--- config.mk ---
export PLATFORM = sky130hd
export DESIGN_NAME = pipe_tag_ctrl
export DESIGN_NICKNAME = d
export VERILOG_FILES = /design/src/rtl/pipe_tag_ctrl.sv
export SDC_FILE = /design/constraint.sdc
export NUM_CORES = 1
export LEC_CHECK = 0
export ABC_CLOCK_PERIOD_IN_PS = 1800
export CAP_MARGIN = 30
export CORE_UTILIZATION = 40
export DETAILED_ROUTE_END_ITERATION = 16
export PLACE_DENSITY = 0.77
export SYNTH_ARGS = -nofsm -noshare
export SYNTH_HDL_FRONTEND = slang
export SYNTH_SLANG_ARGS = --single-unit
--- constraint.sdc ---
create_clock -name clk -period 1.8 [get_ports clk]
set_clock_uncertainty 0.1 [all_clocks]
set_input_delay 0.36 -clock clk [delete_from_list [all_inputs] [get_ports clk]]
set_output_delay 0.36 -clock clk [all_outputs]
set_load 0.02 [all_outputs]
--- src/rtl/pipe_tag_ctrl.sv ---
// Pipeline tag controller: carries {rf_we, wR, opcode} tags through the
// ID/EX, EX/MEM and MEM/WB registers, handles load-use stalls, branch
// flushes and data-memory wait states, and counts stall cycles.
module pipe_tag_ctrl #(
    parameter logic [6:0] OPCODE_LW  = 7'b0000011,
    parameter logic [6:0] OPCODE_NOP = 7'b0010011
) (
    input  logic        clk,
    input  logic        rst,
    input  logic        id_valid,
    input  logic        id_rf_we,
    input  logic [4:0]  id_wR,
    input  logic [6:0]  id_opcode,
    input  logic        load_use_hazard,
    input  logic        branch_taken,
    input  logic        mem_req,
    input  logic        mem_ready,
    output logic        rf_we_from_ex,
    output logic [4:0]  wR_from_ex,
    output logic [6:0]  opcode_from_ex,
    output logic        rf_we_from_mem,
    output logic [4:0]  wR_from_mem,
    output logic        rf_we_from_wb,
    output logic [4:0]  wR_from_wb,
    output logic        pc_stall,
    output logic        ifid_stall,
    output logic        ifid_flush,
    output logic        mem_wait,
    output logic [15:0] stall_cnt
);

    typedef enum logic [0:0] {
        ST_RUN  = 1'b0,
        ST_WAIT = 1'b1
    } state_t;

    state_t      state_r;
    state_t      state_next_s;
    logic        freeze_s;
    logic        flush_req_s;
    logic        stall_s;
    logic        branch_pending_r;
    logic        ex_rf_we_next_s;
    logic [4:0]  ex_wR_next_s;
    logic [6:0]  ex_opcode_next_s;

    // Memory freeze and front-end control decode.
    always_comb begin
        freeze_s    = mem_req & ~mem_ready;
        flush_req_s = branch_taken | branch_pending_r;
        stall_s     = freeze_s | (load_use_hazard & ~flush_req_s);
        pc_stall    = stall_s;
        ifid_stall  = stall_s;
        ifid_flush  = flush_req_s & ~freeze_s;
    end

    // Next ID/EX tag: flush beats load-use, invalid ID slots become bubbles.
    // OPCODE_LW passes through like any other opcode so the consumer can spot
    // a load sitting in EX.
    always_comb begin
        ex_rf_we_next_s  = 1'b0;
        ex_wR_next_s     = 5'd0;
        ex_opcode_next_s = OPCODE_NOP;
        if (flush_req_s) begin
            ex_rf_we_next_s  = 1'b0;
            ex_wR_next_s     = 5'd0;
            ex_opcode_next_s = OPCODE_NOP;
        end else if (load_use_hazard) begin
            ex_rf_we_next_s  = 1'b0;
            ex_wR_next_s     = 5'd0;
            ex_opcode_next_s = OPCODE_NOP;
        end else if (id_valid) begin
            ex_rf_we_next_s  = id_rf_we;
            ex_wR_next_s     = id_wR;
            ex_opcode_next_s = (id_opcode == OPCODE_LW) ? OPCODE_LW : id_opcode;
        end else begin
            ex_rf_we_next_s  = 1'b0;
            ex_wR_next_s     = 5'd0;
            ex_opcode_next_s = OPCODE_NOP;
        end
    end

    // RUN/WAIT next-state logic; mem_wait reflects the WAIT state.
    always_comb begin
        state_next_s = state_r;
        mem_wait     = (state_r == ST_WAIT);
        case (state_r)
            ST_RUN: begin
                if (freeze_s) begin
                    state_next_s = ST_WAIT;
                end else begin
                    state_next_s = ST_RUN;
                end
            end
            ST_WAIT: begin
                if (mem_ready) begin
                    state_next_s = ST_RUN;
                end else begin
                    state_next_s = ST_WAIT;
                end
            end
            default: begin
                state_next_s = ST_RUN;
            end
        endcase
    end

    // FSM state register.
    always_ff @(posedge clk or posedge rst) begin
        if (rst) begin
            state_r <= ST_RUN;
        end else begin
            state_r <= state_next_s;
        end
    end

    // Remember a branch resolved during a freeze until the pipe unfreezes.
    always_ff @(posedge clk or posedge rst) begin
        if (rst) begin
            branch_pending_r <= 1'b0;
        end else if (freeze_s) begin
            branch_pending_r <= branch_pending_r | branch_taken;
        end else begin
            branch_pending_r <= 1'b0;
        end
    end

    // Tag pipeline: freeze holds ID/EX and EX/MEM and drains a bubble into WB.
    always_ff @(posedge clk or posedge rst) begin
        if (rst) begin
            rf_we_from_ex  <= 1'b0;
            wR_from_ex     <= 5'd0;
            opcode_from_ex <= OPCODE_NOP;
            rf_we_from_mem <= 1'b0;
            wR_from_mem    <= 5'd0;
            rf_we_from_wb  <= 1'b0;
            wR_from_wb     <= 5'd0;
        end else if (freeze_s) begin
            rf_we_from_wb  <= 1'b0;
            wR_from_wb     <= 5'd0;
        end else begin
            rf_we_from_ex  <= ex_rf_we_next_s;
            wR_from_ex     <= ex_wR_next_s;
            opcode_from_ex <= ex_opcode_next_s;
            rf_we_from_mem <= rf_we_from_ex;
            wR_from_mem    <= wR_from_ex;
            rf_we_from_wb  <= rf_we_from_mem;
            wR_from_wb     <= wR_from_mem;
        end
    end

    // Saturating count of stalled cycles.
    always_ff @(posedge clk or posedge rst) begin
        if (rst) begin
            stall_cnt <= 16'd0;
        end else if (stall_s && (stall_cnt != 16'hFFFF)) begin
            stall_cnt <= stall_cnt + 16'd1;
        end else begin
            stall_cnt <= stall_cnt;
        end
    end

endmodule
# Yosys cells after proc, flatten, opt, wreduce, memory -nomap -nowiden
# Cells that the tools add are included.
# totals
ff_bits	43
in_bits	20
# classes
addsub	1
n_mux	16
eq_ne	2
bitwise	9
reduce_logical	1
# ops
cell	n
7-bit 2-to-1 mux	4
5-bit 2-to-1 mux	4
16-bit by 1-bit adder with 16-bit output, second input constant	1
16-bit inequality test, second input constant	1
7-bit by 2-bit == test with 1-bit output, second input constant	1
1-bit 2-to-1 mux	7
1-bit inverter	4
1-bit AND	3
1-bit OR	2
1-bit case mux with 2 select lines	1
1-bit logical AND	1

# Longest topological paths before layout
# depth
word_depth	5
ltp_mapped	6
mapped_depth_nobuf	5

# Worst setup path before layout
# Ideal clock, no wire load.
# synth_timing
path_type	register to register
startpoint	register stall_cnt[0]
endpoint	register stall_cnt[3]
period_less_slack_ns	1.865
setup_slack_ns	-0.065
n_path_buf	1
arrival_time_ns	1.625
required_time_ns	1.561
path_stages_with_launch	7
cell_sequence	dfrtp_1 -> ha_1 -> nand4_1 -> nor4_1 -> buf_4 -> nor4b_1 -> xor2_1
# synth_between
elab_chain_len	2
elab_cells_between_ends	3
classes_between	add/sub (1); eq/ne (1); reduce/logical (1)
# synth_rtl
element	line	text
from (decl)	29	output logic [15:0] stall_cnt
from (signal assigned)	157	stall_cnt <= stall_cnt + 16'd1;
from (signal assigned)	159	stall_cnt <= stall_cnt;
branches (longest 2 deep; another with 16-bit by 1-bit adder with 16-bit output)	-	
# Several ways; the timed one is not identified.
# A chain may end at the register's enable or synchronous reset.

# Worst setup path after layout
# layout_timing
startpoint	register stall_cnt[1]
endpoint	register stall_cnt[11]
# Same word-level chain as after synthesis.

==> run metrics <==
status=finished clean; largest family of logic cells by synthesized area=simple AND/OR/NAND/NOR gates; Leakage Power=1.38 nW; critical path launch point type=flop; area share of the largest cell type after synthesis=55.1%; post-synthesis xor/xnor area fraction=7.23%; Arr. time, crit path=1.86 ns; final non-filler cell total=290; Core ar.=4350 µm²; crit path launch=stall_cnt[1]; crit share post-route=99.4%; Crit path required time=1.87 ns; vias in the first global route=1,395; chip width=69.4 µm; Nets=258; FFs w/ async S/R, synth=100%; R2R depth=6; IO Count=65; max cap viols=0; drt via density=4.93; fmax=559 MHz; Final min period=1.79 ns; Synth area leader=dfrtp_1; CTS sink cnt=43; CTS clk-pin slew, worst paths=0.08 ns; multiplexer area fraction after synthesis=0.619%; Yosys cell types=33; Mapped Area=1820 µm²; Post-Syn Nets=173; RR Startpoint=stall_cnt[1]; Syn Inst Count=152; max_slew headroom=74.5%; CTS Buffer Depth=2; largest net degree at the start of global routing=44; P per Cell Area=945 nW/µm²; RSZ-0062 raised after global routing=yes; Avg Cell Area, Syn=12.0 µm²; Routed Wire Length=4000 µm; antenna cell count=0; Initial DRC Count=89; most common cell in the netlist=dfrtp_1; I/O Buffers=64; crit end category=flop; VDD IR max=0.724 mV; Vias=1,431; antenna viol nets, final=0; P&R area growth vs syn=56.0%; GRT Total Usage=18.0%; Starting Density=41.8%; worst min path class=primary input to flop; H-tree Lvls=2; DRC Markers=0; Worst-Skew Late Latency=0.29 ns; Rows=24; Fin. Hold Viols=0; RR Endpoint=stall_cnt[11]; dpl cells=279; placer congestion estimate=0.827; Post-Synth Simple-Gate Area=22.0%; CTS Root Cell=clkbuf_8; flop2flop setup slack=0.01 ns; Final Max Tran Viols=0; hpwl dp=2850 µm; Post-Synth Adder-Cell Area=0.688%; layout cell share with drive strength beyond 1=24.8%; first-pass GRT wire length=6860 µm; Worst-Margin Slew=0.383 ns; global route overflow=0; DIE AREA=4820 µm²; CTS tree=yes; Min Hold Slack=0.254 ns; sequential-to-total area share from yosys stat=59.4%; crit-path max FO=3; Critical Path Sink=stall_cnt[11]; Hold Path Depth=2; top post-synthesis cells by area=dfrtp_1 55%, xor2_1 7.2%, a22o_1 4.8%; detailed-route wire length per cell=13.8 µm; drt first pass iters=4; Post-synth top cells=40 x dfrtp_1, 23 x nand2_1, 15 x xor2_1; initial antenna violation count=0; critical path class=flop to flop; EDFF count, synth=0; final setup violation count=0; flops & latches, synth=43; Num CTS Buffers=5; post-synthesis compound-gate area fraction=7.16%; Main synth FF type=dfrtp_1; hold buffers post-CTS=0; Die Y=69.4 µm; Synth Warn #=0
## cell families (layout without fill, tap and decap cells)
logic type / count (synthesis) / in the layout
AOI/OAI and AO/OA: 14 / 14
DFF: 43 / 43
muxes: 1 / 1
and+or+nand+nor: 68 / 68
adders and majority gates: 1 / 1
buffers and inverters: 10 / 96
xor gates and xnor gates: 15 / 15
## worst max-delay path, cell delays in order (launching register included)
cell	delay, ns
dfrtp_2	0.40
ha_4	0.13
nand4_1	0.20
nor4_4	0.41
buf_4	0.22
nor3_2	0.05
xor2_1	0.15
## worst min path at each step
| stage | start | end |
|---|---|---|
| after floorplan | mem_ready | mem_wait |
| after global placement | wR_from_mem[0] | wR_from_mem[0] |
| after detailed placement | wR_from_mem[1] | wR_from_mem[1] |
| after CTS | rst | wR_from_wb[2] |
| after global routing | mem_ready | mem_wait |
| final | mem_ready | mem_wait |
## metrics by stage
step,util [%],TNS [ns],instance area (µm²),setup WS [ns],power (W)
finish,65.1,0,2840,0.0105,0.00268
global route,65.1,-0.521,2840,-0.0635,0.00285
CTS,62.6,0,2730,0.000561,0.00264
detailed placement,60.7,-6.61,2640,-0.509,0.00206
global placement,60.7,-6.42,2640,-0.501,0.00204
floorplan,-,0,1830,0.00969,0.00158
## routing by layer
metal | vias to the layer above | share of wire (%) | GRT usage [%]
li1 | 696 | - | -
met5 | - | 0 | 0
met2 | 34 | 50 | 27.9
met3 | 4 | 3.9 | 4.36
met4 | 0 | 0.92 | 5.90
met1 | 697 | 46 | 24.8
## placed cells by master (no fill, tap or decap), types with 2 or more instances in the layout
master and count:
a22o_1 10, and2_1 6, buf_4 21, buf_6 2
clkbuf_8 6, clkdlybuf4s50_1 36, dfrtp_1 38, dfrtp_2 2
dfstp_2 3, dlygate4sd2_1 16, dlymetal6s2s_1 9, inv_2 2
nand2_1 23, nand2b_1 2, nand3_1 3, nand4_1 5
nor2_1 5, nor3_1 3, nor3_2 2, nor4_2 3
nor4_4 3, nor4b_2 2, o22a_1 3, xor2_1 15
## report_power, final
part           internal [W]  switching [W]  leakage [nW]  total, W
sequential          0.00109       0.000106         0.551   0.00119
clock              0.000313       0.000322        0.0474  0.000635
combinational      0.000422       0.000429         0.784  0.000851
total               0.00182       0.000857          1.38   0.00268
## state kept, by name, indices dropped and copies added, names as in the netlist
signal,flops
rf_we_from_mem,1
stall_cnt,16
opcode_from_ex,7
rf_we_from_wb,1
branch_pending_r,1
rf_we_from_ex,1
mem_wait,1
wR_from_wb,5
wR_from_mem,5
wR_from_ex,5
## cell type report
cell class | instances | area, µm²
Clock inverter | 2 | 16.3
Sequential cell | 43 | 1080
Clock buffer | 6 | 82.6
Multi-Input combinational cell | 99 | 763
Inverter | 2 | 7.51
Fill cell | 357 | 1520
Timing Repair Buffer | 86 | 818
Tap cell | 52 | 65.1
## repair_timing
| action | in CTS | in global routing |
|---|---|---|
| endpoints found under the setup margin | 27 | 22 |
| pin swaps | 0 | 4 |
| resized for setup | 33 | 22 |
| cloned | 0 | 0 |
| buffers inserted | 1 | 3 |
Power figures use the tool's default switching activity.
